[config.mk]
export PLATFORM = sky130hd
export DESIGN_NAME = pt8211_rx
export DESIGN_NICKNAME = d
export VERILOG_FILES = /design/src/rtl/pt8211_pkg.sv /design/src/rtl/pt8211_sync.sv /design/src/rtl/pt8211_rx.sv
export SDC_FILE = /design/constraint.sdc
export NUM_CORES = 1
export LEC_CHECK = 0
export CORE_ASPECT_RATIO = 0.7
export CORE_MARGIN = 2
export CORE_UTILIZATION = 25
export CTS_BUF_LIST = sky130_fd_sc_hd__clkbuf_4
export DETAILED_ROUTE_END_ITERATION = 12
export GPL_TIMING_DRIVEN = 0
export SYNTH_ARGS = -nofsm -noshare
export SYNTH_HDL_FRONTEND = slang
export SYNTH_SLANG_ARGS = --single-unit
export TNS_END_PERCENT = 1
[constraint.sdc]
create_clock -name clk -period 1.7 [get_ports clk]
set_input_delay 0.34 -clock clk [delete_from_list [all_inputs] [get_ports clk]]
set_output_delay 0.34 -clock clk [all_outputs]
set_load 0.03 [all_outputs]
[src/rtl/pt8211_pkg.sv]
// Shared definitions for the PT8211 serial audio receiver.
package pt8211_pkg;

  localparam int unsigned WORD_BITS_DEFAULT = 16;

  localparam logic LEFT  = 1'b1;
  localparam logic RIGHT = 1'b0;

  typedef enum logic [1:0] {
    IDLE  = 2'd0,
    HUNT  = 2'd1,
    SHIFT = 2'd2,
    HOLD  = 2'd3
  } rx_state_t;

endpackage

[src/rtl/pt8211_sync.sv]
// Input synchronizers for ws/bck/din plus bck-rise and ws-edge detection.
module pt8211_sync #(
  parameter int unsigned SYNC_STAGES = 2
) (
  input  logic clk,
  input  logic rst,
  input  logic ws,
  input  logic bck,
  input  logic din,
  output logic ws_lvl,
  output logic din_lvl,
  output logic bck_rise,
  output logic ws_edge
);

  logic [SYNC_STAGES-1:0] ws_sr;
  logic [SYNC_STAGES-1:0] bck_sr;
  logic [SYNC_STAGES-1:0] din_sr;
  logic                   ws_prev;
  logic                   bck_prev;

  // All three chains are the same depth so a din/ws change made with bck stays aligned.
  always_ff @(posedge clk) begin
    if (rst) begin
      ws_sr    <= '0;
      bck_sr   <= '0;
      din_sr   <= '0;
      ws_prev  <= 1'b0;
      bck_prev <= 1'b0;
    end else begin
      ws_sr[0]  <= ws;
      bck_sr[0] <= bck;
      din_sr[0] <= din;
      for (int unsigned i = 1; i < SYNC_STAGES; i++) begin
        ws_sr[i]  <= ws_sr[i-1];
        bck_sr[i] <= bck_sr[i-1];
        din_sr[i] <= din_sr[i-1];
      end
      ws_prev  <= ws_sr[SYNC_STAGES-1];
      bck_prev <= bck_sr[SYNC_STAGES-1];
    end
  end

  assign ws_lvl   = ws_sr[SYNC_STAGES-1];
  assign din_lvl  = din_sr[SYNC_STAGES-1];
  assign bck_rise = bck_sr[SYNC_STAGES-1] & ~bck_prev;
  assign ws_edge  = ws_sr[SYNC_STAGES-1] ^ ws_prev;

endmodule

[src/rtl/pt8211_rx.sv]
// PT8211-style serial audio receiver: word framing FSM, link watchdog and
// valid/ready output holding one received word.
module pt8211_rx
  import pt8211_pkg::*;
#(
  parameter int unsigned WORD_BITS     = WORD_BITS_DEFAULT,
  parameter int unsigned SYNC_STAGES   = 2,
  parameter int unsigned TIMEOUT_TICKS = 256
) (
  input  logic                 clk,
  input  logic                 rst,
  input  logic                 pt8211_ws,
  input  logic                 pt8211_bck,
  input  logic                 pt8211_din,
  output logic [WORD_BITS-1:0] sample_data,
  output logic                 sample_left,
  output logic                 sample_valid,
  input  logic                 sample_ready,
  output logic                 link_active,
  output logic                 frame_error,
  output logic                 overflow
);

  localparam int unsigned BW = $clog2(WORD_BITS + 1);
  localparam int unsigned TW = $clog2(TIMEOUT_TICKS + 1);

  logic                 ws_lvl;
  logic                 din_lvl;
  logic                 bck_rise;
  logic                 ws_edge;

  rx_state_t            state;
  logic [WORD_BITS-2:0] shreg;
  logic [WORD_BITS-1:0] shift_word;
  logic [BW-1:0]        bit_cnt;
  logic [TW-1:0]        idle_cnt;
  logic                 chan;
  logic                 timeout;
  logic                 last_bit;

  pt8211_sync #(
    .SYNC_STAGES(SYNC_STAGES)
  ) u_sync (
    .clk     (clk),
    .rst     (rst),
    .ws      (pt8211_ws),
    .bck     (pt8211_bck),
    .din     (pt8211_din),
    .ws_lvl  (ws_lvl),
    .din_lvl (din_lvl),
    .bck_rise(bck_rise),
    .ws_edge (ws_edge)
  );

  assign shift_word  = {shreg, din_lvl};
  assign timeout     = (idle_cnt == TW'(TIMEOUT_TICKS));
  assign last_bit    = (bit_cnt == BW'(WORD_BITS - 1));
  assign link_active = (state != IDLE);

  always_ff @(posedge clk) begin
    if (rst) begin
      state        <= IDLE;
      shreg        <= '0;
      bit_cnt      <= '0;
      idle_cnt     <= '0;
      chan         <= RIGHT;
      sample_data  <= '0;
      sample_left  <= 1'b0;
      sample_valid <= 1'b0;
      frame_error  <= 1'b0;
      overflow     <= 1'b0;
    end else begin
      frame_error <= 1'b0;
      overflow    <= 1'b0;

      if (bck_rise) begin
        idle_cnt <= '0;
      end else if (!timeout) begin
        idle_cnt <= idle_cnt + TW'(1);
      end

      if (sample_valid && sample_ready) begin
        sample_valid <= 1'b0;
      end

      if (state != IDLE && timeout) begin
        state   <= IDLE;
        bit_cnt <= '0;
      end else begin
        case (state)
          IDLE: begin
            if (bck_rise) begin
              state <= HUNT;
            end
          end
          HUNT, SHIFT, HOLD: begin
            // A ws edge outranks a coincident bck rise; that rise becomes bit 0.
            if (ws_edge) begin
              if (state == SHIFT && bit_cnt != '0) begin
                frame_error <= 1'b1;
              end
              state <= SHIFT;
              chan  <= ws_lvl;
              if (bck_rise) begin
                shreg   <= shift_word[WORD_BITS-2:0];
                bit_cnt <= BW'(1);
              end else begin
                bit_cnt <= '0;
              end
            end else if (state == SHIFT && bck_rise) begin
              shreg <= shift_word[WORD_BITS-2:0];
              if (last_bit) begin
                state   <= HOLD;
                bit_cnt <= '0;
                // Replacing a word accepted this same cycle is not an overflow.
                if (!sample_valid || sample_ready) begin
                  sample_data  <= shift_word;
                  sample_left  <= chan;
                  sample_valid <= 1'b1;
                end else begin
                  overflow <= 1'b1;
                end
              end else begin
                bit_cnt <= bit_cnt + BW'(1);
              end
            end
          end
          default: state <= IDLE;
        endcase
      end
    end
  end

endmodule
# Yosys cells after proc, flatten, opt, wreduce, memory -nomap -nowiden
# Index checks and enable logic that the tools add are counted.
dict set report totals {
  elab_cells 75
  regBits 60
  inputBits 6
}
dict set report op_classes {
  n_eq_ne 9
  mux 21
  n_reduce_logical 20
  add_sub_neg 2
  n_bitwise 8
}
# operator count
set ops {}
lappend ops {{$mux 15} 3}
lappend ops {{$mux 5} 3}
lappend ops {{$mux 1} 10}
lappend ops {{$add 9x1->9 const B} 1}
lappend ops {{$eq 9x9->1 const B} 1}
lappend ops {{$mux 2} 4}
lappend ops {{$ne 3x2->1 const B} 2}
lappend ops {{$not 1->1} 6}
lappend ops {{$reduce_and 3->1} 2}
lappend ops {{$reduce_and 6->1} 1}
lappend ops {{$reduce_or 6->1} 1}
lappend ops {{$add 5x1->5 const B} 1}
lappend ops {{$eq 5x4->1 const B} 1}
lappend ops {{$reduce_bool 5->1} 1}
lappend ops {{$eq 2x2->1 const B} 2}
lappend ops {{$logic_and 1x1->1} 4}
lappend ops {{$ne 2x2->1 const B} 2}
lappend ops {{$pmux 2 s2} 1}
lappend ops {{$reduce_and 4->1} 1}
lappend ops {{$reduce_bool 2->1} 2}
lappend ops {{$reduce_or 2->1} 2}
lappend ops {{$reduce_or 4->1} 1}
lappend ops {{$reduce_or 3->1} 1}
lappend ops {{$eq 2x1->1 const B} 1}
lappend ops {{6 further kinds} 6}

# Depth between registers and ports, before layout
dict set report depth {
  depth_word 8
  mapped_depth 7
}

# Cells and area by module
# Synthesis repeated with hierarchy kept, for this count alone.
dict set report unflattened {
  cells_unflattened 234
  hier_area_um2 2369.8
}
# mod n_inst cells_each area_each_um2
set modules_own_cells {}
lappend modules_own_cells {pt8211_rx 1 216 2144.6}
lappend modules_own_cells {pt8211_sync 1 18 225.2}

# Worst setup path before layout
# Ideal clock, no wire load.
dict set report synth_timing {
  kind {register to register}
  startpoint {reg state[0]}
  endpoint {reg shreg[10]}
  synth_period_minus_slack_ns 1.568
  path_stages_with_launch 7
  required_time_ns 1.580
  arrival_ns 1.448
  path_slack_ns 0.132
  setup_time_ns 0.120
  cell_sequence {dfxtp_1 -> nor2_1 -> inv_1 -> and3_1 -> buf_6 -> buf_6 -> mux2i_1}
}
dict set report synth_via {
  elab_chain_len 4
  word_cells_on_any_way 10
  cone_classes {3 x eq/ne; 1 x bitwise; 6 x reduce/logical}
}
# item line
set synth_lines {}
lappend synth_lines {{start, declared} pt8211_rx.sv:32} ;# rx_state_t state;
lappend synth_lines {{start signal, assigned} pt8211_rx.sv:62} ;# state <= IDLE;
lappend synth_lines {{start signal, assigned} pt8211_rx.sv:87} ;# state <= IDLE;
lappend synth_lines {{start signal, assigned} pt8211_rx.sv:93} ;# state <= HUNT;
lappend synth_lines {{$reduce_bool 2->1} -}
lappend synth_lines {{net link_active} pt8211_rx.sv:19} ;# output logic link_active,
lappend synth_lines {{$logic_and 1x1->1} pt8211_rx.sv:86} ;# if (state != IDLE && timeout) begin
lappend synth_lines {{$not 1->1 (no line)} -}
lappend synth_lines {{$reduce_and 4->1 (no line)} -}
lappend synth_lines {{end signal, assigned} pt8211_rx.sv:105} ;# shreg <= shift_word[WORD_BITS-2:0];
lappend synth_lines {{end signal, assigned} pt8211_rx.sv:111} ;# shreg <= shift_word[WORD_BITS-2:0];
lappend synth_lines {{end, declared} pt8211_rx.sv:33} ;# logic [WORD_BITS-2:0] shreg;
# The timed path passes the listed nets, and every way through them passes these cells.
# A chain may end at the register's enable or synchronous reset.

# Final worst setup path
dict set report layout_timing {
  startpoint {reg idle_cnt[3]}
  endpoint {reg shreg[14]}
}
dict set report layout_via {
  elab_chain_len 4
}
# item line
set layout_lines {}
lappend layout_lines {{start, declared} pt8211_rx.sv:36} ;# logic [TW-1:0] idle_cnt;
lappend layout_lines {{start signal, assigned} pt8211_rx.sv:79} ;# idle_cnt <= idle_cnt + TW'(1);
lappend layout_lines {{$eq 9x9->1} pt8211_rx.sv:56} ;# assign timeout = (idle_cnt == TW'(TIMEOUT_TICKS));
lappend layout_lines {{$logic_and 1x1->1} pt8211_rx.sv:86}
lappend layout_lines {{$not 1->1 (no line)} -}
lappend layout_lines {{$reduce_and 4->1 (no line)} -}
# Every way passes these cells.

==> flow_summary.json <==
{
  "p_leak_nw": 1.26,
  "postRouteWirelength_um": 4950,
  "finalHoldViolCount": 0,
  "core_area_mm2": 0.00957,
  "cp.arrival_ps": 1930,
  "final_common_cell": "dfxtp_1",
  "layout_common_cells": "54 x dfxtp_1, 38 x nand2b_1, 33 x mux2i_1, 20 x dlygate4sd2_1, 13 x nor2_1",
  "rows": 30,
  "synth_area_mm2": 0.00244,
  "first_iter_violations": 60,
  "r2r_end": "shreg[14]",
  "r2r_slack_ps": 60,
  "gr-total-overflow": 0,
  "place_hpwl_um": 3500,
  "die_area_mm2": 0.0106,
  "powerDensity_mw_per_mm2": 849,
  "antenna_found_initial": 0,
  "ys_ff_latch": 60,
  "final_nets": 283,
  "slew_violations": 0,
  "worstHoldStart": "rst",
  "synth.area.top_cells": "dfxtp_1 49%, mux2i_1 14%, nand2b_1 9.8%",
  "max_freq_mhz": 608,
  "fin_worst_skew_ps": 17.9,
  "drc": 0,
  "yosysTopAreaCell": "dfxtp_1",
  "syn_to_final_growth_pct": 24.9,
  "drv_cap": 0,
  "synthCells": 235,
  "die_h_um": 86.6,
  "outcome": "complete, no violations",
  "finalSetupTns_ps": 0,
  "cts_tree": "yes",
  "initial_utilization": 0.255,
  "critical_path_class": "reg -> reg",
  "irDropWorstVdd_mv": 0.403,
  "io_pins": 27,
  "vias_per_cell": 4.25,
  "ys_seq_area_frac": 0.493,
  "tritoncts_num_sinks": 60,
  "fin_crit_sh": 0.967,
  "synth-main-ff-cell": "dfxtp_1",
  "synth.distinct_cells": 39,
  "asyncSetResetFlopFracSynth": 0,
  "dp.cells": 388,
  "wire_per_inst_um": 12.2,
  "firstDrtPassIters": 6,
  "synth_enable_flop_cells": 0,
  "grt_pass1_wl_um": 8140,
  "r2r_cells": 6,
  "h-tree-depth": 3,
  "holdPathStages": 2,
  "holdWs_ps": 329,
  "hold_end": "u_sync.bck_sr[1]",
  "die_w_um": 122,
  "final_layout_size_suffix_gt1_frac": 0.140,
  "grt_setup_unrepaired": "true",
  "grt_max_degree": 13,
  "crit_path_max_fanout": 10,
  "cp-end-kind": "register",
  "min_path_type": "in -> reg",
  "finalSetupViolCount": 0,
  "clock-root-buffer": "clkbuf_4",
  "relSlewSlack": 0.694,
  "yosysWarnings": 0,
  "worst_pin_slew_ps": 459,
  "grt_usage": 0.101,
  "ant_nets": 0,
  "multi_input_comb_area_mm2": 0.00119,
  "final_core_util": 0.318,
  "crit_required_ps": 1980,
  "total_power_w": 0.00258,
  "seq_area_mm2": 0.00121,
  "clk_pin_slew_ps": 120,
  "cts.path.max_buffers": 2,
  "synth_top_area_frac": 0.493,
  "clk_latency_ps": 410,
  "synth_nets": 245,
  "final_cells": 406,
  "post-route-min-period_ps": 1640,
  "place.gp.congestion": 0.765,
  "rr_startpoint": "idle_cnt[3]",
  "syn_avg_cell_area_um2": 10.4,
  "grt_pass1_vias": 1659,
  "numCtsBuffers": 9,
  "via_count": 1726,
  "startpoint_type": "register",
  "antenna_cells": 0,
  "portBuffers": 25,
  "fillers": 1015
}
==> cells by family after synthesis <==
logic type,Yosys count,share of synthesized area
muxes,33,0.136
AOI/OAI and AO/OA,24,0.0616
buffers and inverters,17,0.0370
xor gates and xnor gates,7,0.0252
DFF,60,0.493
and+or+nand+nor,90,0.227
adders and majority gates,4,0.0205
==> where the power goes <==
part / switching, W / leakage, nW / internal [W]
sequential: 0.0000186 / 0.488 / 0.00142
clock: 0.000566 / 0.0725 / 0.000454
combinational: 0.0000641 / 0.701 / 0.0000571
==> stage by stage <==
stage,worst slack (ps),cell area (um2)
floorplan,132,2440
global placement,-188,2850
detailed placement,-223,2850
CTS,-93.3,3010
global route,-22.6,3040
finish,56.4,3040
==> worst max-delay path, cell delays in order (launching register included) <==
cell,delay (ps)
dfxtp_2,370
nor4_4,340
nand4_4,180
and3_4,220
buf_6,130
buf_6,160
mux2i_1,120
==> repair_timing <==
item                                    4_1_cts  5_1_grt
resized for setup                            30       13
pin swaps                                     2        3
setup buffers                                 2        0
hold buffers                                  0        0
endpoints found under the setup margin       54       30
==> cell usage after synthesis (2+ instances only) <==
master / number
o21ai_0: 4
mux2i_1: 33
ha_1: 4
inv_1: 7
nand2_1: 3
a21oi_1: 9
clkbuf_1: 6
xor2_1: 5
nor2_1: 14
dfxtp_1: 60
nand3_1: 6
o211ai_1: 2
buf_6: 3
xnor2_1: 2
nand2b_1: 38
nor3_1: 4
a21o_1: 2
and3_1: 3
or3_1: 3
nor2b_1: 8
==> worst max path at each step <==
stage | from | end | slack [ps]
floorplan | state[0] | shreg[10] | 130
global placement | state[0] | link_active | -190
detailed placement | state[0] | link_active | -220
CTS | state[0] | link_active | -90
global route | idle_cnt[3] | shreg[3] | -20
finish | idle_cnt[3] | shreg[14] | 60
==> flip-flops by register name, summed over array words and instances (netlist names) <==
register	cells
chan	1
sample_data	16
u_sync.ws_prev	1
bit_cnt	5
u_sync.bck_prev	1
u_sync.din_sr	2
u_sync.ws_sr	2
frame_error	1
overflow	1
sample_valid	1
state	2
u_sync.bck_sr	2
shreg	15
idle_cnt	9
sample_left	1
==> layout make-up <==
cell class	instances	share of cell area
buffer	10	0.0251
clock buffer	9	0.0222
clock inverter	7	0.0251
inverter	7	0.00863
multi-input combinational	158	0.392
sequential	60	0.397
tap	128	0.0526
timing repair buffer	27	0.0773
==> metal layers <==
metal,GRT usage,wire [um],vias to the layer above
met5,0,0,-
met4,0.0313,48,0
met3,0.0421,134,5
met2,0.142,2140,19
met1,0.139,2630,815
li1,-,-,887
No activity file was read; power rests on OpenSTA's default activity.
